$ cat src/rtl/axi4_lite_pkg.sv
// Shared AXI4-Lite definitions used by both the master and slave sides.
package axi4_lite_pkg;

    localparam logic [1:0] RESP_OKAY        = 2'b00;
    localparam logic [1:0] RESP_EXOKAY      = 2'b01;
    localparam logic [1:0] RESP_SLVERR      = 2'b10;
    localparam logic [1:0] RESP_DECERR      = 2'b11;

    localparam logic [2:0] AXI_PROT_DEFAULT = 3'b000;

endpackage

$ cat src/rtl/axi4_lite_lstm_master.sv
// AXI4-Lite master: turns one command at a time into a single AXI4-Lite
// read or write and hands the slave's answer back on a response handshake.
// A sticky timeout flag reports any transaction that stays busy too long;
// the transaction itself is never abandoned.
module axi4_lite_lstm_master #(
    parameter int TIMEOUT    = 1024,
    parameter int ADDR_WIDTH = 32
) (
    input  logic                  clk,
    input  logic                  rst,

    input  logic                  cmd_valid,
    output logic                  cmd_ready,
    input  logic                  cmd_write,
    input  logic [ADDR_WIDTH-1:0] cmd_addr,
    input  logic [31:0]           cmd_data,

    output logic                  rsp_valid,
    input  logic                  rsp_ready,
    output logic [31:0]           rsp_data,
    output logic [1:0]            rsp_resp,
    output logic                  rsp_write,

    output logic [ADDR_WIDTH-1:0] awaddr,
    output logic [2:0]            awprot,
    output logic                  awvalid,
    input  logic                  awready,
    output logic [31:0]           wdata,
    output logic [3:0]            wstrb,
    output logic                  wvalid,
    input  logic                  wready,
    input  logic [1:0]            bresp,
    input  logic                  bvalid,
    output logic                  bready,
    output logic [ADDR_WIDTH-1:0] araddr,
    output logic [2:0]            arprot,
    output logic                  arvalid,
    input  logic                  arready,
    input  logic [31:0]           rdata,
    input  logic [1:0]            rresp,
    input  logic                  rvalid,
    output logic                  rready,

    output logic                  timeout
);

    import axi4_lite_pkg::*;

    localparam logic [2:0] S_IDLE         = 3'd0;
    localparam logic [2:0] S_WR_ADDR_DATA = 3'd1;
    localparam logic [2:0] S_WR_RESP      = 3'd2;
    localparam logic [2:0] S_RD_ADDR      = 3'd3;
    localparam logic [2:0] S_RD_DATA      = 3'd4;
    localparam logic [2:0] S_RESP         = 3'd5;

    localparam int CW = $clog2(TIMEOUT + 1);

    logic [2:0]            state;
    logic [ADDR_WIDTH-1:0] addr_q;
    logic [31:0]           data_q;
    logic [CW-1:0]         busy_cnt;
    logic                  accept;
    logic                  busy;

    // cmd_ready depends only on state; it is held low while reset is applied
    assign cmd_ready = (state == S_IDLE) && !rst;
    assign accept    = cmd_valid && cmd_ready;
    assign busy      = (state != S_IDLE) && (state != S_RESP);

    assign awaddr = addr_q;
    assign araddr = addr_q;
    assign wdata  = data_q;
    assign awprot = AXI_PROT_DEFAULT;
    assign arprot = AXI_PROT_DEFAULT;
    assign wstrb  = 4'hF;

    // Address and data are captured once per command and stay put while any valid is up
    always_ff @(posedge clk) begin
        if (accept) begin
            addr_q <= cmd_addr;
            data_q <= cmd_data;
        end
    end

    // Transaction FSM; AW and W are retired independently, a low valid means its beat is done
    always_ff @(posedge clk) begin
        if (rst) begin
            state     <= S_IDLE;
            awvalid   <= 1'b0;
            wvalid    <= 1'b0;
            bready    <= 1'b0;
            arvalid   <= 1'b0;
            rready    <= 1'b0;
            rsp_valid <= 1'b0;
            rsp_data  <= 32'h0;
            rsp_resp  <= 2'b00;
            rsp_write <= 1'b0;
        end else begin
            case (state)
                S_IDLE: begin
                    if (accept) begin
                        rsp_write <= cmd_write;
                        if (cmd_write) begin
                            state   <= S_WR_ADDR_DATA;
                            awvalid <= 1'b1;
                            wvalid  <= 1'b1;
                        end else begin
                            state   <= S_RD_ADDR;
                            arvalid <= 1'b1;
                        end
                    end
                end
                S_WR_ADDR_DATA: begin
                    if (awready) awvalid <= 1'b0;
                    if (wready)  wvalid  <= 1'b0;
                    if ((!awvalid || awready) && (!wvalid || wready)) begin
                        state  <= S_WR_RESP;
                        bready <= 1'b1;
                    end
                end
                S_WR_RESP: begin
                    if (bvalid) begin
                        bready    <= 1'b0;
                        rsp_valid <= 1'b1;
                        rsp_data  <= 32'h0;
                        rsp_resp  <= bresp;
                        rsp_write <= 1'b1;
                        state     <= S_RESP;
                    end
                end
                S_RD_ADDR: begin
                    if (arready) begin
                        arvalid <= 1'b0;
                        rready  <= 1'b1;
                        state   <= S_RD_DATA;
                    end
                end
                S_RD_DATA: begin
                    if (rvalid) begin
                        rready    <= 1'b0;
                        rsp_valid <= 1'b1;
                        rsp_data  <= rdata;
                        rsp_resp  <= rresp;
                        rsp_write <= 1'b0;
                        state     <= S_RESP;
                    end
                end
                S_RESP: begin
                    if (rsp_ready) begin
                        rsp_valid <= 1'b0;
                        state     <= S_IDLE;
                    end
                end
                default: state <= S_IDLE;
            endcase
        end
    end

    // Busy-cycle counter; the flag is registered so it shows from the cycle after the limit is reached
    always_ff @(posedge clk) begin
        if (rst) begin
            busy_cnt <= '0;
            timeout  <= 1'b0;
        end else if (accept) begin
            busy_cnt <= '0;
        end else if (busy) begin
            if (busy_cnt != CW'(TIMEOUT)) busy_cnt <= busy_cnt + 1'b1;
            if (busy_cnt >= CW'(TIMEOUT - 1)) timeout <= 1'b1;
        end
    end

endmodule

$ cat config.mk
export PLATFORM = sky130hd
export DESIGN_NAME = axi4_lite_lstm_master
export DESIGN_NICKNAME = d
export VERILOG_FILES = /design/src/rtl/axi4_lite_pkg.sv /design/src/rtl/axi4_lite_lstm_master.sv
export SDC_FILE = /design/constraint.sdc
export NUM_CORES = 1
export LEC_CHECK = 0
export ABC_AREA = 1
export ABC_CLOCK_PERIOD_IN_PS = 4800
export CAP_MARGIN = 20
export CORE_ASPECT_RATIO = 2
export CORE_UTILIZATION = 42
export CTS_CLUSTER_SIZE = 25
export DETAILED_ROUTE_END_ITERATION = 10
export PLACE_DENSITY_LB_ADDON = 0.1
export SYNTH_ARGS = -nofsm -noshare
export SYNTH_HDL_FRONTEND = slang
export SYNTH_SLANG_ARGS = --single-unit
$ cat constraint.sdc
create_clock -name clk -period 4.8 [get_ports clk]
set_input_delay 0.48 -clock clk [delete_from_list [all_inputs] [get_ports clk]]
set_output_delay 0.48 -clock clk [all_outputs]
set_load 0.005 [all_outputs]
==> results_dict.tcl, run 1 <==
set metrics [dict create \
    drt_iter0_markers 159 \
    hold_viol_final 0 \
    dr_total_vias 3904 \
    clock_sinks 120 \
    final_cell_mix "clkdlybuf4s50_1 (248), nor2_1 (74), edfxtp_1 (64)" \
    worstPathMaxFanout 40 \
    power.density_nw_per_um2 455 \
    postCtsResizedCells 0 \
    viasPerCell 4.77 \
    place_congestion 0.885 \
    synth_top_area_cell "edfxtp_1" \
    layout_commonest_cell "clkdlybuf4s50_1" \
    netlist_area_um2 4800 \
    netlist_instances 443 \
    clock_latency_ns 0.41 \
    hpwl_mm 9.14 \
    synth_top_family_by_area "simple AND/OR/NAND/NOR gates" \
    synth_xor_area_frac 0.0110 \
    grt_pass1_vias 4026 \
    route.met2.wl_mm 7.28 \
    drive_gt1_frac 0.0854 \
    syn2layout_area_growth_pct 59.1 \
    max_cap_violations 0 \
    ys_ff_latch 120 \
    wl_mm 12.1 \
    crit_path_start_kind "primary input" \
    antenna_found_initial 0 \
    status "finished, final reports clean" \
    peakVddDrop_v 0.000268 \
    diodes 0 \
    synthMuxAreaShare 0 \
    holdBufCountCts 0 \
    grt_pass1_wl_mm 19.3 \
    maxUsedRoutingLayer "met4" \
    yosys_warnings 0 \
    synth_cell_types 30 \
    die_x_um 77.6 \
    rrSetupSlack_ns 2.51 \
    final.setup.tns_ns 0 \
    wl_met3_um 658 \
    tightestPinTransition_ns 0.855 \
    routedWlPerCell_um 14.8 \
    drv_slew 0 \
    path_clk_slew_ns 0.05 \
    crit_arrival_ns 2.46 \
    drc 0 \
    cts_root_buffer "clkbuf_16" \
    hold_path_class "reg2reg" \
    post-route-period-util 0.498 \
    fin_crit_ns 2.39 \
    synthSimpleGateAreaFrac 0.145 \
    ys_seq_area_frac 0.634 \
    path_class "in2reg" \
    ys_top_cells_by_area "edfxtp_1 (40%), dfxtp_1 (23%), buf_4 (6.7%), nor2_1 (5.8%), nand2_1 (4.6%)" \
    io_buffers 248 \
    numCtsBuffers 17 \
    fmax_mhz 418 \
    synthAdderAreaFrac 0.00522 \
    globalRouteTotalUtil 0.214 \
    synth_compound_area_frac 0.0923 \
    postRouteAntennaNets 0 \
    grt_max_degree 41 \
    m1WireLength_mm 3.88 \
    io_pins 259 \
    required_ns 4.86 \
    endpoint_kind "flip-flop" \
    cts_tree "yes" \
    finalSetupViolations 0 \
    cts_buffer_depth 2 \
    core_area_um2 11000 \
    whs_ns 0.457 \
    synth_top_area_frac 0.401 \
    initial_core_util 0.436 \
    die_area_um2 11900 \
    relSlewSlack 0.429 \
    first_pass_iters 4 \
    grt-ovfl-total 0 \
    fin_worst_skew_ns 0.0131 \
    final_nets 778 \
    p_leak_nw 2.85 \
    grt_setup_unrepaired "false" \
    syn_avg_cell_area_um2 10.8 \
    post_cts_buffers 0 \
    rows 54 \
    h-tree-depth 4 \
    die_height_um 153 \
]
==> area by class of cell <==
class	count	area [um2]
Clock inverter	12	103
Multi-Input combinational cell	243	1250
Tap cell	140	175
Sequential cell	120	3040
Fill cell	853	3380
Clock buffer	20	437
Inverter	34	128
Timing Repair Buffer	250	2500
==> state kept, by name (all words and copies together) (netlist names) <==
signal / cells
wvalid: 1
rsp_resp: 2
rsp_write: 1
wdata: 32
rsp_valid: 1
rready: 1
araddr: 32
bready: 1
timeout: 1
arvalid: 1
awvalid: 1
busy_cnt: 11
rsp_data: 32
state: 3
==> cell usage after synthesis, drive strengths merged <==
master and instances:
a211oi 1, a21oi 15, a22oi 32, a31oi 1, buf 50, clkbuf 4, clkinv 1, conb 2
dfxtp 56, edfxtp 64, ha 2, inv 33, nand2 64, nand3 16, nand4 4, nor2 78
nor3 3, o21ai 11, xnor2 2, xor2 4
==> layer usage <==
metal | vias up | track usage
met3 | 20 | 0.0645
met4 | 0 | 0.106
met5 | - | 0
met2 | 173 | 0.423
met1 | 1827 | 0.185
li1 | 1884 | -
==> worst paths after layout <==
kind	depth (start not counted)	end	start
hold reg to reg	2	timeout$_SDFFE_PP0P_	timeout$_SDFFE_PP0P_
setup / recovery	6	araddr[28]$_DFFE_PP_	rst
hold / removal	2	timeout$_SDFFE_PP0P_	timeout$_SDFFE_PP0P_
setup reg to reg	6	araddr[28]$_DFFE_PP_	state[0]$_SDFFE_PP0P_
==> report_power, final <==
group          total, mW  switching (mW)  internal [mW]  leakage (nW)
registers           1.34          0.0928           1.24          1.04
logic              0.995           0.531          0.464          1.55
clock network       1.14           0.436          0.707         0.258
==> worst max-delay path, cell delays in order <==
cell and delay (ns):
clkdlybuf4s50_1 0.39, buf_4 0.26, nor2_2 0.16, nand2_1 0.12, inv_2 0.55, buf_4 0.46
==> metrics by stage <==
| stage | area [um2] | power (mW) | worst slack (ns) | utilization | instances |
|---|---|---|---|---|---|
| 4_1_cts | 7640 | 3.51 | 2.41 | 0.693 | 819 |
| 6_report | 7640 | 3.47 | 2.41 | 0.693 | 819 |
| 5_1_grt | 7640 | 3.67 | 2.25 | 0.693 | 819 |
| 3_3_place_gp | 7100 | 2.33 | 2.00 | 0.644 | 787 |
| 3_5_place_dp | 7100 | 2.36 | 1.98 | 0.644 | 787 |
| 2_1_floorplan | 4830 | 1.97 | 2.26 | - | 451 |
==> cell families after synthesis <==
| group | Yosys count |
|---|---|
| flip-flops | 120 |
| AND/OR/NAND/NOR | 165 |
| other | 2 |
| adder cells (fa/ha/maj) | 2 |
| buffers and inverters | 88 |
| XOR/XNOR | 6 |
| AO/OA/AOI/OAI | 60 |
Note: power is estimated with default switching activity, not from simulation.
==> run 2: changes to the inputs <==
ABC_CLOCK_PERIOD_IN_PS = 2400   (was 4800)
CORE_UTILIZATION = 39   (was 42)
clock period = 2.4 ns   (was 4.8 ns; I/O delays follow)
==> results_dict.tcl, run 2 (same netlist as run 1, synthesis figures left out) <==
set metrics [dict create \
    hpwl_mm 9.40 \
    layout_commonest_cell "clkdlybuf4s50_1" \
    peakVddDrop_v 0.000732 \
    status "finished, final reports clean" \
    place_congestion 0.848 \
    io_pins 259 \
    path_clk_slew_ns 0.06 \
    crit_arrival_ns 1.72 \
    viasPerCell 4.71 \
    wl_mm 12.4 \
    numCtsBuffers 17 \
    cpPeakStageDelay_ns 0.52 \
    die_area_um2 12800 \
    clock_sinks 120 \
    power.density_nw_per_um2 934 \
    final_cell_mix "clkdlybuf4s50_1 (248), nor2_1 (74), edfxtp_1 (64)" \
    cp_slowest_cell "clkdlybuf4s50_1" \
    core_area_um2 12100 \
    rrSetupSlack_ns 0.55 \
    path_class "reg2out" \
    power_mw 7.25 \
    min_to "araddr[4]$_DFFE_PP_" \
    min_from "cmd_addr[4]" \
    io_buffers 248 \
    die_height_um 159 \
    post_dp_cell_area_um2 7160 \
    endpoint_kind "primary output" \
    postCtsResizedCells 0 \
    drt_iter0_markers 99 \
    syn2layout_area_growth_pct 61.6 \
    rr_startpoint "state[0]$_SDFFE_PP0P_" \
    post-route-period-util 0.818 \
    fillers 959 \
    hold_path_class "in2reg" \
    drv_slew 0 \
    fin_worst_skew_ns 0.0132 \
    globalRouteTotalUtil 0.204 \
    hold_viol_final 0 \
    grt_pass1_vias 3999 \
    drive_gt1_frac 0.0924 \
    die_x_um 80.4 \
    postRouteAntennaNets 0 \
    clock_latency_ns 0.40 \
    final_nets 781 \
    holdBufCountCts 0 \
    worstRegToRegCells 6 \
    whs_path_depth 1 \
    crit_chain "nor2_4 -> nand2_2 -> nor2_2 -> clkdlybuf4s50_1" \
    dp.cells 797 \
    post_cts_buffers 0 \
    diodes 0 \
    routedWlPerCell_um 15.0 \
    worstPathMaxFanout 8 \
    initial_core_util 0.398 \
    grt_pass1_wl_mm 19.5 \
    worst_slack_ns 0.436 \
    dr_total_vias 3901 \
    fin_crit_ns 1.96 \
    grt_setup_unrepaired "false" \
    required_ns 2.16 \
    finalSetupViolations 0 \
    grt-ovfl-total 0 \
    cts_root_buffer "clkbuf_16" \
    layout.cells.non_filler 829 \
    r2r-end "wdata[23]$_DFFE_PP_" \
    first_pass_iters 5 \
    antenna_found_initial 0 \
    h-tree-depth 4 \
    path_delay_family "buffers and inverters" \
    cts_buffer_depth 2 \
    ff_latch_area_um2 3040 \
    max_cap_violations 0 \
    detailedPlace.worstSlack_ns 0.279 \
    fmax_mhz 509 \
    cts_tree "yes" \
    fin_area_um2 7750 \
    p_leak_nw 2.88 \
    drc 0 \
    multi_input_area_um2 1250 \
    crit_path_start_kind "flip-flop" \
    final.setup.tns_ns 0 \
    grt_max_degree 40 \
    crit_buf_inv 1 \
    rows 57 \
]
run 2: cell count changes in the layout (fill, tap and decap cells not counted), sizes merged:
| cell | change |
|---|---|
| clkinvlp | +3 |
| clkinv | -3 |
| inv | -2 |
| buf | +3 |
| bufinv | +2 |
run 2: where the power goes:
part / leakage [nW] / internal [mW] / switching [mW] / total [mW]
logic: 1.56 / 0.963 / 1.08 / 2.04
registers: 1.04 / 2.48 / 0.191 / 2.68
clock network: 0.278 / 1.65 / 0.876 / 2.53
run 2: metrics by stage:
stage               utilization  hold WS, ns
global route              0.643        0.372
finish                    0.643        0.392
CTS                       0.643        0.374
detailed placement        0.594        0.449
global placement          0.594        0.440
floorplan                     -        0.336
run 2: final cells by class:
class                   instances  area share
repair buffers                253       0.328
clock inverters                12      0.0195
multi-input cells             243       0.162
clock buffers                  20      0.0576
inverters                      34      0.0169
flip-flops and latches        120       0.392
well taps                     147      0.0237
run 2: per-layer routing:
metal,share of wire,wire length (um),track usage,up-vias
met2,0.54,6720,0.369,186
met4,0.035,434,0.0958,0
met1,0.35,4340,0.199,1792
met3,0.075,927,0.0667,28
met5,0,0,0,-
li1,-,-,-,1895
run 2: how the worst max path moves through the flow:
stage / start / to / slack [ns] / depth (start not counted)
detailed placement: rst / state[2]$_SDFFE_PP0P_ / 0.28 / 9
finish: state[0]$_SDFFE_PP0P_ / cmd_ready / 0.44 / 4
global placement: rst / state[2]$_SDFFE_PP0P_ / 0.29 / 9
global route: state[0]$_SDFFE_PP0P_ / cmd_ready / 0.35 / 4
floorplan: state[1]$_SDFFE_PP0P_ / araddr[0]$_DFFE_PP_ / 0.28 / 5
CTS: state[0]$_SDFFE_PP0P_ / cmd_ready / 0.41 / 4
==> run 3: changes to the inputs <==
ABC_CLOCK_PERIOD_IN_PS = 1600   (was 2400)
CORE_UTILIZATION = 35   (was 39)
clock period = 1.6 ns   (was 2.4 ns; I/O delays follow)
==> results_dict.tcl, run 3 (same netlist as run 1, synthesis figures left out) <==
set metrics [dict create \
    place_congestion 0.886 \
    clock_latency_ns 0.41 \
    diodes 0 \
    min_from "cmd_addr[27]" \
    dr_total_vias 4016 \
    power_mw 11.5 \
    endpoint_kind "flip-flop" \
    routedWlPerCell_um 14.9 \
    rrSetupSlack_ns 0.1 \
    postRouteAntennaNets 0 \
    grt_setup_unrepaired "false" \
    numCtsBuffers 17 \
    final_nets 810 \
    initial_core_util 0.357 \
    required_ns 1.71 \
    whs_ns 0.304 \
    cts_buffer_depth 2 \
    final_cell_mix "clkdlybuf4s50_1 (247), nor2_1 (74), edfxtp_1 (64)" \
    power.density_nw_per_um2 1430 \
    cts_tree "yes" \
    globalRouteTotalUtil 0.184 \
    final.setup.tns_ns 0 \
    grt_max_degree 38 \
    rr_startpoint "state[0]$_SDFFE_PP0P_" \
    die_x_um 84.8 \
    peakVddDrop_v 0.000795 \
    fin_worst_skew_ns 0.0116 \
    rows 60 \
    path_class "reg2reg" \
    syn2layout_area_growth_pct 67.6 \
    worstPathMaxFanout 22 \
    max_cap_violations 0 \
    layout_commonest_cell "clkdlybuf4s50_1" \
    die_area_um2 14200 \
    grt_pass1_wl_mm 20.2 \
    drv_slew 0 \
    violations "DRC" \
    first_pass_iters 8 \
    fmax_mhz 665 \
    viasPerCell 4.64 \
    drive_gt1_frac 0.139 \
    fin_crit_ns 1.50 \
    drc 20 \
    finalSetupViolations 0 \
    antenna_found_initial 0 \
    crit_arrival_ns 1.61 \
    h-tree-depth 4 \
    startpoint "state[0]$_SDFFE_PP0P_" \
    hpwl_mm 9.81 \
    wl_mm 12.9 \
    io_buffers 248 \
    grt_pass1_vias 4095 \
    p_leak_nw 3.06 \
    status "complete, but fails checks" \
    grt-ovfl-total 0 \
    die_height_um 168 \
    core_area_um2 13400 \
    crit_path_start_kind "flip-flop" \
    hold_path_class "in2reg" \
    cts_root_buffer "clkbuf_16" \
    drt_iter0_markers 173 \
    clock_sinks 120 \
    hold_viol_final 0 \
    io_pins 259 \
    post-route-period-util 0.940 \
    path_clk_slew_ns 0.06 \
]
run 3: changes by cell type in the layout (fill, tap and decap cells not counted), moves of 3 or more:
cell,previous run,this run
buf_4,3,28
clkinvlp_4,6,3
inv_6,0,6
dfxtp_1,56,53
buf_12,2,6
run 3: stage by stage:
stage | instance area (um2) | setup slack, ns | std cells | utilization
floorplan | 4850 | -0.392 | 451 | -
global placement | 7420 | 0.0157 | 830 | 0.552
detailed placement | 7420 | -0.0157 | 830 | 0.552
CTS | 8040 | 0.0172 | 865 | 0.598
global route | 8040 | 0.00178 | 866 | 0.599
finish | 8040 | 0.0959 | 866 | 0.599
run 3: critical path, stage by stage, from the launching register on:
cell and delay, ns:
dfxtp_4 0.37, nor2_4 0.14, nand2_4 0.08, nor2_4 0.12
nand2_2 0.08, clkinvlp_4 0.20, buf_12 0.20
run 3: report_power, final:
group	switching, mW	internal [mW]	total [mW]	leakage (nW)
registers	0.247	3.74	3.99	1.04
logic	1.83	1.92	3.75	1.73
clock network	1.47	2.32	3.79	0.285
run 3: area by class of cell:
class | instances | area (um2)
multi-input cells | 243 | 1270
repair buffers | 282 | 2810
flip-flops and latches | 120 | 3050
fillers | 1120 | 5400
well taps | 155 | 194
clock buffers | 17 | 425
clock inverters | 15 | 164
inverters | 34 | 134
run 3: path summary, 6_finish.rpt:
kind	end	cells after the start
worst min register to register	timeout$_SDFFE_PP0P_	2
worst min-delay path	araddr[27]$_DFFE_PP_	1
worst max-delay path	wdata[14]$_DFFE_PP_	6
worst max register to register	wdata[14]$_DFFE_PP_	6
run 3: per-layer routing:
metal	up-vias	global-route usage	routed length (um)
met5	-	0	0
met3	16	0.0513	879
met2	183	0.352	7330
met1	1868	0.182	4490
li1	1949	-	-
met4	0	0.0737	214
run 3: what timing repair did:
action / CTS / global route
hold buffers: 0 / 0
pin swaps: 1 / 3
buffers inserted: 3 / 1
setup endpoints to repair: 1 / 1
resized for setup: 3 / 3
